$ cat src/rtl/easyaxi_define.v
// Shared AXI widths and encodings for the easyaxi blocks.
`ifndef EASYAXI_DEFINE_V
`define EASYAXI_DEFINE_V

`define AXI_ADDR_W  32
`define AXI_DATA_W  32
`define AXI_ID_W    4
`define AXI_LEN_W   8
`define AXI_SIZE_W  3
`define AXI_BURST_W 2
`define AXI_RESP_W  2

`define AXI_RESP_OKAY   2'b00
`define AXI_RESP_EXOKAY 2'b01
`define AXI_RESP_SLVERR 2'b10
`define AXI_RESP_DECERR 2'b11

`define AXI_BURST_FIXED 2'b00
`define AXI_BURST_INCR  2'b01
`define AXI_BURST_WRAP  2'b10

// Worst-of-two response; the encodings are ordered by severity.
`define AXI_RESP_MAX(a, b) (((a) > (b)) ? (a) : (b))

`endif

$ cat src/rtl/easyaxi_rd_mst_q_pkg.sv
// Common widths, encodings and helpers for the queued AXI read master.
`include "easyaxi_define.v"

package easyaxi_rd_mst_q_pkg;

  localparam int ADDR_W  = `AXI_ADDR_W;
  localparam int DATA_W  = `AXI_DATA_W;
  localparam int ID_W    = `AXI_ID_W;
  localparam int LEN_W   = `AXI_LEN_W;
  localparam int SIZE_W  = `AXI_SIZE_W;
  localparam int BURST_W = `AXI_BURST_W;
  localparam int RESP_W  = `AXI_RESP_W;

  localparam logic [RESP_W-1:0] RESP_OKAY = `AXI_RESP_OKAY;

  // AR payload held by a slot until its request is accepted
  typedef struct packed {
    logic [ADDR_W-1:0]  addr;
    logic [LEN_W-1:0]   len;
    logic [SIZE_W-1:0]  size;
    logic [BURST_W-1:0] burst;
  } ar_t;

  // Index width for n entries, never below one bit
  function automatic int idx_w(input int n);
    return (n > 1) ? $clog2(n) : 1;
  endfunction

endpackage

$ cat src/rtl/easyaxi_rd_slot.sv
// One outstanding read: flags, AR payload, beat counter, worst response
// and the beat buffer the burst is replayed from on retire.
`include "easyaxi_define.v"

module easyaxi_rd_slot
  import easyaxi_rd_mst_q_pkg::*;
#(
  parameter int MAX_BURST_LEN = 8
) (
  input  logic                 clk,
  input  logic                 rst_n,
  input  logic                 alloc,
  input  logic [ADDR_W-1:0]    alloc_addr,
  input  logic [LEN_W-1:0]     alloc_len,
  input  logic [SIZE_W-1:0]    alloc_size,
  input  logic [BURST_W-1:0]   alloc_burst,
  input  logic                 ar_hs,
  input  logic                 beat_we,
  input  logic                 beat_last,
  input  logic [DATA_W-1:0]    rdata,
  input  logic [RESP_W-1:0]    rresp,
  input  logic                 free,
  input  logic [idx_w(MAX_BURST_LEN)-1:0] rd_idx,
  output logic                 valid,
  output logic                 ar_pend,
  output logic                 comp,
  output logic                 full,
  output logic [ADDR_W-1:0]    addr,
  output logic [LEN_W-1:0]     len,
  output logic [SIZE_W-1:0]    size,
  output logic [BURST_W-1:0]   burst,
  output logic [RESP_W-1:0]    resp,
  output logic [DATA_W-1:0]    rd_data,
  output logic                 rd_last
);

  localparam int IDX_W = idx_w(MAX_BURST_LEN);
  localparam int CNT_W = IDX_W + 1;

  logic              valid_q, ar_pend_q, comp_q;
  ar_t               pl_q;
  logic [CNT_W-1:0]  cnt_q;
  logic [RESP_W-1:0] resp_q;
  logic [DATA_W-1:0] buf_q [MAX_BURST_LEN];

  // Slot lifecycle: allocate, AR accepted, beats counted, completed, freed
  always_ff @(posedge clk or negedge rst_n) begin
    if (!rst_n) begin
      valid_q   <= 1'b0;
      ar_pend_q <= 1'b0;
      comp_q    <= 1'b0;
      pl_q      <= '0;
      cnt_q     <= '0;
      resp_q    <= RESP_OKAY;
    end else if (alloc) begin
      valid_q   <= 1'b1;
      ar_pend_q <= 1'b1;
      comp_q    <= 1'b0;
      pl_q      <= '{addr: alloc_addr, len: alloc_len, size: alloc_size, burst: alloc_burst};
      cnt_q     <= '0;
      resp_q    <= RESP_OKAY;
    end else begin
      if (ar_hs)
        ar_pend_q <= 1'b0;
      if (beat_we) begin
        cnt_q  <= cnt_q + 1'b1;
        resp_q <= `AXI_RESP_MAX(resp_q, rresp);
      end
      if (beat_last)
        comp_q <= 1'b1;
      if (free) begin
        valid_q <= 1'b0;
        comp_q  <= 1'b0;
      end
    end
  end

  // Beat data lands at the current count position
  always_ff @(posedge clk or negedge rst_n) begin
    if (!rst_n) begin
      for (int i = 0; i < MAX_BURST_LEN; i++)
        buf_q[i] <= '0;
    end else if (beat_we) begin
      buf_q[cnt_q[IDX_W-1:0]] <= rdata;
    end
  end

  assign valid   = valid_q;
  assign ar_pend = ar_pend_q;
  assign comp    = comp_q;
  assign addr    = pl_q.addr;
  assign len     = pl_q.len;
  assign size    = pl_q.size;
  assign burst   = pl_q.burst;
  assign resp    = resp_q;
  assign full    = (cnt_q == ({1'b0, pl_q.len[IDX_W-1:0]} + 1'b1));
  // Beats never received (early rlast) read back as zero
  assign rd_data = ({1'b0, rd_idx} < cnt_q) ? buf_q[rd_idx] : '0;
  assign rd_last = comp_q & (rd_idx == pl_q.len[IDX_W-1:0]);

endmodule

$ cat src/rtl/easyaxi_rd_mst_q.sv
// Command-driven AXI read master: in-order AR issue, out-of-order R capture
// by slot ID, in-order retire of whole bursts as a beat stream.
`include "easyaxi_define.v"

module easyaxi_rd_mst_q
  import easyaxi_rd_mst_q_pkg::*;
#(
  parameter int OST_DEPTH     = 4,
  parameter int MAX_BURST_LEN = 8
) (
  input  logic               clk,
  input  logic               rst_n,
  input  logic               cmd_valid,
  output logic               cmd_ready,
  input  logic [ADDR_W-1:0]  cmd_addr,
  input  logic [LEN_W-1:0]   cmd_len,
  input  logic [SIZE_W-1:0]  cmd_size,
  input  logic [BURST_W-1:0] cmd_burst,
  output logic               axi_mst_arvalid,
  input  logic               axi_mst_arready,
  output logic [ID_W-1:0]    axi_mst_arid,
  output logic [ADDR_W-1:0]  axi_mst_araddr,
  output logic [LEN_W-1:0]   axi_mst_arlen,
  output logic [SIZE_W-1:0]  axi_mst_arsize,
  output logic [BURST_W-1:0] axi_mst_arburst,
  input  logic               axi_mst_rvalid,
  output logic               axi_mst_rready,
  input  logic [ID_W-1:0]    axi_mst_rid,
  input  logic [DATA_W-1:0]  axi_mst_rdata,
  input  logic [RESP_W-1:0]  axi_mst_rresp,
  input  logic               axi_mst_rlast,
  output logic               res_valid,
  input  logic               res_ready,
  output logic [ID_W-1:0]    res_id,
  output logic [DATA_W-1:0]  res_data,
  output logic [RESP_W-1:0]  res_resp,
  output logic               res_last,
  output logic               err_cmd,
  output logic               err_rid,
  output logic               err_ovf,
  output logic               idle
);

  localparam int SLOT_W = idx_w(OST_DEPTH);
  localparam int IDX_W  = idx_w(MAX_BURST_LEN);
  localparam logic [LEN_W-1:0] MAX_LEN = LEN_W'(MAX_BURST_LEN);

  logic [SLOT_W-1:0] set_ptr, req_ptr, ret_ptr;
  logic [IDX_W-1:0]  ret_beat;

  logic [OST_DEPTH-1:0] valid_v, ar_pend_v, comp_v, full_v, last_v;
  logic [ADDR_W-1:0]    addr_a  [OST_DEPTH];
  logic [LEN_W-1:0]     len_a   [OST_DEPTH];
  logic [SIZE_W-1:0]    size_a  [OST_DEPTH];
  logic [BURST_W-1:0]   burst_a [OST_DEPTH];
  logic [RESP_W-1:0]    resp_a  [OST_DEPTH];
  logic [DATA_W-1:0]    data_a  [OST_DEPTH];

  logic              cmd_hs, cmd_bad, do_alloc, ar_hs, res_hs, res_done;
  logic              rid_ok, r_ok, r_hit, r_we, r_ovf;
  logic [SLOT_W-1:0] r_slot;

  function automatic logic [SLOT_W-1:0] ptr_inc(input logic [SLOT_W-1:0] p);
    return (p == SLOT_W'(OST_DEPTH - 1)) ? '0 : p + 1'b1;
  endfunction

  assign cmd_hs   = cmd_valid & cmd_ready;
  // Over-long commands are consumed so the source never stalls on them
  assign cmd_bad  = (cmd_len >= MAX_LEN);
  assign do_alloc = cmd_hs & ~cmd_bad;
  assign ar_hs    = axi_mst_arvalid & axi_mst_arready;
  assign res_hs   = res_valid & res_ready;
  assign res_done = res_hs & res_last;

  assign rid_ok = ({1'b0, axi_mst_rid} < (ID_W + 1)'(OST_DEPTH));
  assign r_slot = axi_mst_rid[SLOT_W-1:0];
  assign r_ok   = rid_ok & valid_v[r_slot] & ~ar_pend_v[r_slot] & ~comp_v[r_slot];
  assign r_hit  = axi_mst_rvalid & r_ok;
  assign r_we   = r_hit & ~full_v[r_slot];
  assign r_ovf  = r_hit & full_v[r_slot];

  for (genvar g = 0; g < OST_DEPTH; g++) begin : g_slot
    easyaxi_rd_slot #(
      .MAX_BURST_LEN(MAX_BURST_LEN)
    ) u_slot (
      .clk        (clk),
      .rst_n      (rst_n),
      .alloc      (do_alloc && (set_ptr == SLOT_W'(g))),
      .alloc_addr (cmd_addr),
      .alloc_len  (cmd_len),
      .alloc_size (cmd_size),
      .alloc_burst(cmd_burst),
      .ar_hs      (ar_hs && (req_ptr == SLOT_W'(g))),
      .beat_we    (r_we && (r_slot == SLOT_W'(g))),
      // An overflow beat still closes the burst so a misbehaving slave cannot wedge the queue
      .beat_last  (r_hit && axi_mst_rlast && (r_slot == SLOT_W'(g))),
      .rdata      (axi_mst_rdata),
      .rresp      (axi_mst_rresp),
      .free       (res_done && (ret_ptr == SLOT_W'(g))),
      .rd_idx     (ret_beat),
      .valid      (valid_v[g]),
      .ar_pend    (ar_pend_v[g]),
      .comp       (comp_v[g]),
      .full       (full_v[g]),
      .addr       (addr_a[g]),
      .len        (len_a[g]),
      .size       (size_a[g]),
      .burst      (burst_a[g]),
      .resp       (resp_a[g]),
      .rd_data    (data_a[g]),
      .rd_last    (last_v[g])
    );
  end

  // Circular pointers for allocate, request and retire, plus the retire beat index
  always_ff @(posedge clk or negedge rst_n) begin
    if (!rst_n) begin
      set_ptr  <= '0;
      req_ptr  <= '0;
      ret_ptr  <= '0;
      ret_beat <= '0;
    end else begin
      if (do_alloc)
        set_ptr <= ptr_inc(set_ptr);
      if (ar_hs)
        req_ptr <= ptr_inc(req_ptr);
      if (res_hs) begin
        if (res_last) begin
          ret_ptr  <= ptr_inc(ret_ptr);
          ret_beat <= '0;
        end else begin
          ret_beat <= ret_beat + 1'b1;
        end
      end
    end
  end

  // Sticky error flags, cleared only by reset
  always_ff @(posedge clk or negedge rst_n) begin
    if (!rst_n) begin
      err_cmd <= 1'b0;
      err_rid <= 1'b0;
      err_ovf <= 1'b0;
    end else begin
      if (cmd_hs && cmd_bad)
        err_cmd <= 1'b1;
      if (axi_mst_rvalid && !r_ok)
        err_rid <= 1'b1;
      if (r_ovf)
        err_ovf <= 1'b1;
    end
  end

  assign cmd_ready       = ~valid_v[set_ptr];
  assign axi_mst_arvalid = ar_pend_v[req_ptr];
  assign axi_mst_arid    = ID_W'(req_ptr);
  assign axi_mst_araddr  = addr_a[req_ptr];
  assign axi_mst_arlen   = len_a[req_ptr];
  assign axi_mst_arsize  = size_a[req_ptr];
  assign axi_mst_arburst = burst_a[req_ptr];
  // Every slot reserves a full buffer, so R is never back-pressured
  assign axi_mst_rready  = 1'b1;
  assign res_valid       = comp_v[ret_ptr];
  assign res_id          = ID_W'(ret_ptr);
  assign res_data        = data_a[ret_ptr];
  assign res_resp        = resp_a[ret_ptr];
  assign res_last        = last_v[ret_ptr];
  assign idle            = ~|valid_v;

endmodule

$ cat config.mk
export PLATFORM = sky130hd
export DESIGN_NAME = easyaxi_rd_mst_q
export DESIGN_NICKNAME = d
export VERILOG_FILES = /design/src/rtl/easyaxi_rd_mst_q_pkg.sv /design/src/rtl/easyaxi_rd_slot.sv /design/src/rtl/easyaxi_rd_mst_q.sv
export VERILOG_INCLUDE_DIRS = /design/src /design/src/rtl
export SDC_FILE = /design/constraint.sdc
export NUM_CORES = 2
export LEC_CHECK = 0
export ABC_AREA = 1
export CORE_ASPECT_RATIO = 1.25
export CORE_MARGIN = 4
export CORE_UTILIZATION = 30
export DETAILED_ROUTE_END_ITERATION = 7
export HOLD_SLACK_MARGIN = 0.08
export PLACE_DENSITY = 0.49
export REMOVE_ABC_BUFFERS = 1
export SLEW_MARGIN = 40
export SYNTH_ARGS = -nofsm -noshare
export SYNTH_HDL_FRONTEND = slang
export SYNTH_SLANG_ARGS = --single-unit
export TNS_END_PERCENT = 100
$ cat constraint.sdc
create_clock -name clk -period 4.55 [get_ports clk]
set_input_delay 1.1375 -clock clk [delete_from_list [all_inputs] [get_ports clk]]
set_output_delay 1.1375 -clock clk [all_outputs]
set_load 0.01 [all_outputs]
=== After elaboration in Yosys (flattened, before gate mapping) ===
Index checks and enable logic that the tools add are counted.

* $add $sub $neg: 12
* Multiplexer cells: 114
* Reductions and logical operators: 55
* Order comparisons: 25
* Bitwise gates (word level): 27
* Eq/ne operators: 24

{| class="wikitable"
|+ Operators by type and width
! operator !! number
|-
| 256-bit bitwise mux || 4
|-
| 32-bit 2-to-1 mux || 20
|-
| 32-bit binary-select mux with 3-bit select || 4
|-
| 32-bit demux with 3-bit select || 4
|-
| 32-bit binary-select mux with 2-bit select || 2
|-
| 2-bit 2-to-1 mux || 19
|-
| 1-bit 2-to-1 mux || 36
|-
| 4-bit 2-to-1 mux || 8
|-
| 1-bit logical AND || 27
|-
| 2-bit nonzero test || 12
|-
| 4-bit >= comparator (second input constant) || 5
|-
| 3-bit inverter with 4-bit output || 5
|-
| 3-bit by 1-bit adder with 4-bit output (second input constant) || 4
|-
| 4-bit by 1-bit adder with 4-bit output (second input constant) || 4
|-
| 1-bit binary-select mux with 2-bit select || 8
|-
| 8-bit binary-select mux with 2-bit select || 1
|-
| 2-bit == test (second input constant) || 8
|-
| 4-bit == test || 4
|-
| 3-bit by 4-bit less-than comparator with 1-bit output || 4
|-
| 4-bit by 1-bit less-than comparator with 1-bit output (second input constant) || 4
|-
| 8-bit 2-to-1 mux || 2
|-
| 1-bit AND || 15
|-
| 3-bit == test || 4
|-
| 2-bit by 3-bit less-than comparator with 1-bit output (second input constant) || 4
|-
| 18 further kinds || 49
|}

* Flip-flop bits (word level): 1,252
* Logic and storage cells: 332

=== Logic depth before layout (Yosys ltp) ===
* Word-level depth: 11
* Mapped depth: 14

=== Modules after synthesis ===
Synthesis repeated with hierarchy kept, for this count alone.

* Cells, all modules: 7,949
* Area, all modules: 63,000.4 um2

{| class="wikitable"
|+ Modules (own cells, without submodules)
! module !! area an instance (um2) !! times used !! cells each
|-
| easyaxi_rd_slot || 14,903.0 || 4 || 1,829
|-
| easyaxi_rd_mst_q || 3,388.2 || 1 || 633
|}

=== Least setup slack after synthesis ===
Ideal clock, no wire load.

* Path type: reg-to-output
* Start point: register ret_beat[1]
* End point: output port res_data[21]
* Slack: 1.467 ns
* Arrival: 1.946 ns
* Data required time: 3.413 ns
* Cell stages (with the launch flop): 10
* Cell sequence: dfrtp_1 > buf_2 > inv_1 > clkbuf_1 > clkbuf_1 > clkbuf_1 > o21ai_0 > o22ai_1 > o21ai_0 > a21oi_1

* Cells in the longest elaborated chain, start to end: 8
* Elaborated cells on any way between the ends: 24
* Classes of those cells: 4 x order compare; 19 x mux; 1 x bitwise

{| class="wikitable"
|+ Ends and longest elaborated chain
! item !! RTL line !! source
|-
| start: declaration || easyaxi_rd_mst_q.sv:49 || <nowiki>logic [IDX_W-1:0] ret_beat;</nowiki>
|-
| start signal: assignment || easyaxi_rd_mst_q.sv:132 || <nowiki>ret_beat <= ret_beat + 1'b1;</nowiki>
|-
| 3-bit inverter with 4-bit output (implied by the code) || easyaxi_rd_slot.sv:98 || <nowiki>assign rd_data = ({1'b0, rd_idx} < cnt_q) ? buf_q[rd_idx] : '0;</nowiki>
|-
| 32-bit binary-select mux with 3-bit select || easyaxi_rd_slot.sv:98 ||
|-
| 32-bit 2-to-1 mux (implied by the code) (2 in series) || easyaxi_rd_slot.sv:98 ||
|-
| 32-bit 2-to-1 mux || easyaxi_rd_slot.sv:98 ||
|-
| 32-bit binary-select mux with 2-bit select * || easyaxi_rd_mst_q.sv:165 || <nowiki>assign res_data = data_a[ret_ptr];</nowiki>
|-
| 32-bit 2-to-1 mux (implied by the code) * (2 in series) || easyaxi_rd_mst_q.sv:165 ||
|-
| end: declaration || easyaxi_rd_mst_q.sv:35 || <nowiki>output logic [DATA_W-1:0] res_data,</nowiki>
|}

Every way passes the cells marked *; elsewhere a longest branch is shown, timed or not. The select of a mux whose other input is x is not followed.

=== Final worst setup path ===
* Start point: register ret_beat[1]
* End point: output port res_data[1]

The elaborated chain is that of the path after synthesis.

==> results.md <==
* Synthesized instance count at 7083
* Global-route wire length before repair at 309000 µm
* Cells on worst reg2reg path at 13
* Total Wirelength at 199000 µm
* Status: finished clean
* HP Class: primary input to async pin
* Standard-cell rows at 180
* Tcrit/Tclk final at 96.5%
* Chip width at 401 µm
* DP Area at 62700 µm²
* Synth top area share at 54.1%
* Root Driver: clkbuf_16
* Setup TNS at 0 ps
* Final GP Congestion at 0.772
* Setup ws final at 157 ps
* Synth warn at 0
* Fin. max-slew vios at 0
* Port Buffers at 180
* Global Route Usage Sum at 19.7%
* Num Clock Sinks at 1252
* Top FF cell, synth: dfrtp_1
* P_leak at 31.5 nW
* Synth area leader: dfrtp_1
* Arr. time, crit path at 3260 ps
* Syn_area_per_cell at 8.17 µm²
* Detailed router's first-iteration violation count at 4096
* CP Class: register to primary output
* Finish-stage setup viols at 0
* Setup Slack @ Placement at 392 ps
* Finished Core Util at 35.5%
* Vias in the first global route at 49523
* Switch Pwr at 14.0 mW
* Wire per inst at 20.6 µm
* Final hold viol count at 0
* Largest net degree at the start of global routing at 116
* Area delta synth->final at 17.7%
* I/O pins at 186
* DRT Pass-1 Iters at 5
* RR Endpoint: g_slot[0].u_slot.buf_q[125]
* Top cells by area, synth: dfrtp_1 54%, nand2_1 13%, o21ai_0 7.7%, o21ai_1 7.1%, nor2_1 4.7%
* Synth async-reset ratio at 100%
* Hold WS at 270 ps
* Final Cell Area at 68100 µm²
* Crit Reg-Reg Startpoint: g_slot[3].u_slot.len[0]
* CTS tree: yes
* EDFF count, synth at 0
* Routed vias at 49038
* Post-Syn Area at 57900 µm²
* PD cells at 549 nW/µm²
* R2R Setup Slk at 1350 ps
* Post-synthesis register bit count at 1252
* Initial antenna violation count at 20
* Combinational share of power at 35.6%
* Switching share of total power at 37.5%
* Post-Layout Cell Count at 9684
* Critical path endpoint category: primary output
* Internal power at 23.4 mW
* Total Power at 37.4 mW
* Met2 WL at 93300 µm
* Grt ovf at 0
* Fin nets at 7138
* Placeable Area at 192000 µm²
* Worst slew margin at 49.1%
* Bufs on Longest Clock Path at 3
* DR top layer: met5
* Share of cells above drive strength 1 at 7.97%
* Unique cell type count in the Yosys netlist at 41
* Met3 WL at 13000 µm
* Sequential share of the synthesized area at 54.1%
* Dpl cells at 9389
* Clock power frac at 32.2%
* Worst Clk Skew at 57.5 ps
* Nature of the critical path startpoint: register
* Via density per instance at 5.06
* Worst Path Max Fanout at 16
* Die Area at 200000 µm²
* M1 wire length at 87700 µm
* Detail Route Antenna Nets at 0
* Part of the power in registers at 32.2%
* Period minus WS final at 4390 ps
* Crit path required time at 3410 ps
* Max Fclk at 228 MHz
* CTS Buf Count at 145
* HPWL Detailed at 107000 µm
* Die Y at 499 µm
* # H-tree levels at 4
* DRC viols at 0
* Worst-Margin Slew at 764 ps
* Starting density of the core at 30.1%
* Maxcap violations at 0
* Later-pin clock latency in the skew report at 810 ps
* Maximum vdd ir drop at 0.407 mV
* Clock transition at the registers of the reported paths at 60 ps
[per-layer routing]
| layer | global-route usage, % | up-vias |
|---|---|---|
| met3 | 4.36 | 263 |
| met2 | 32.8 | 1244 |
| met4 | 5.69 | 16 |
| met1 | 25.7 | 24138 |
| li1 | - | 23377 |
| met5 | 0 | - |
[how the worst max path moves through the flow]
stage | start | endpoint | depth (start not counted)
after CTS | ret_beat[1] | res_data[0] | 13
final | ret_beat[1] | res_data[1] | 13
after detailed placement | ret_beat[0] | res_data[19] | 12
after floorplan | ret_beat[0] | res_data[30] | 9
after global routing | g_slot[1].u_slot.cnt_q[1] | res_data[2] | 12
after global placement | ret_beat[1] | res_data[0] | 10
[critical path, cell delays in order, from the launching register on]
cell	delay, ps
dfrtp_4	540
ha_1	300
o21ai_0	80
nand2_1	80
a21oi_1	130
nor2_1	80
nor2_4	130
buf_12	140
bufbuf_16	330
nand2_1	70
nand2_1	60
nor2_1	70
a21oi_2	180
clkdlybuf4s15_1	270
[placed cells by master (no fill, tap or decap), types with 38 or more instances in the layout]
cell,count
buf_12,76
clkdlybuf4s50_1,147
dfrtp_1,1242
clkbuf_16,150
o22ai_1,302
inv_1,100
o21ai_1,821
buf_4,98
nand3_1,72
o21ai_0,892
nand2_1,2045
nor2_1,722
inv_2,38
a21oi_1,58
[power by group through the flow]
stage	Clock (mW)	Combinational, mW	Sequential (mW)
6_report	12.0	13.3	12.1
5_1_grt	12.8	14.6	12.1
3_3_place_gp	0	12.8	12.3
2_1_floorplan	0	6.12	12.6
4_1_cts	12.4	13.3	12.1
3_5_place_dp	0	12.7	12.3
[cells in the mapped netlist (all sizes together) (9+ instances only)]
cell type	count
xor2	9
inv	143
nor2	732
ha	37
nand2	2045
xnor2	17
dfrtp	1252
nand3	73
o21ai	1713
a21oi	82
buf	259
nand4	47
o22ai	302
clkbuf	350
[cell type report]
cell class / instances / area (µm²)
clock inverters: 46 / 627
well taps: 2548 / 3190
clock buffers: 218 / 4310
multi-input cells: 5082 / 23500
inverters: 143 / 578
fillers: 20005 / 124000
flip-flops and latches: 1252 / 31400
repair buffers: 386 / 4590
repair inverters: 1 / 8.76
diodes: 8 / 20.0
[repair_timing]
item | in CTS | in global routing
hold buffers | 0 | 0
endpoints found under the setup margin | 32 | 27
setup buffers | 12 | 4
gates resized for setup | 72 | 39
hold endpoints to repair | 0 | 0
gates cloned | 6 | 1
pin swaps | 3 | 1
[flip-flops by register name, summed over array words and instances, names as in the netlist]
register	cells
g_slot.u_slot.len	32
g_slot.u_slot.cnt_q	16
err_cmd	1
g_slot.u_slot.valid	4
g_slot.u_slot.addr	128
ret_ptr	2
g_slot.u_slot.burst	8
g_slot.u_slot.size	12
g_slot.u_slot.comp	4
ret_beat	3
req_ptr	2
err_rid	1
set_ptr	2
err_ovf	1
g_slot.u_slot.ar_pend	4
g_slot.u_slot.buf_q	1024
g_slot.u_slot.resp	8
[logic make-up (layout without fill, tap and decap cells)]
family / count (synthesis) / count (layout) / synth area share, %
simple gates: 2905 / 2905 / 20.1
compound gates: 2109 / 2109 / 18.9
other cells: 2 / 13 / 0.0130
fa+ha+maj: 37 / 37 / 0.800
xor+xnor: 26 / 26 / 0.393
flops: 1252 / 1252 / 54.1
buf+inv: 752 / 794 / 5.61
No activity file was read; power rests on OpenSTA's default activity.
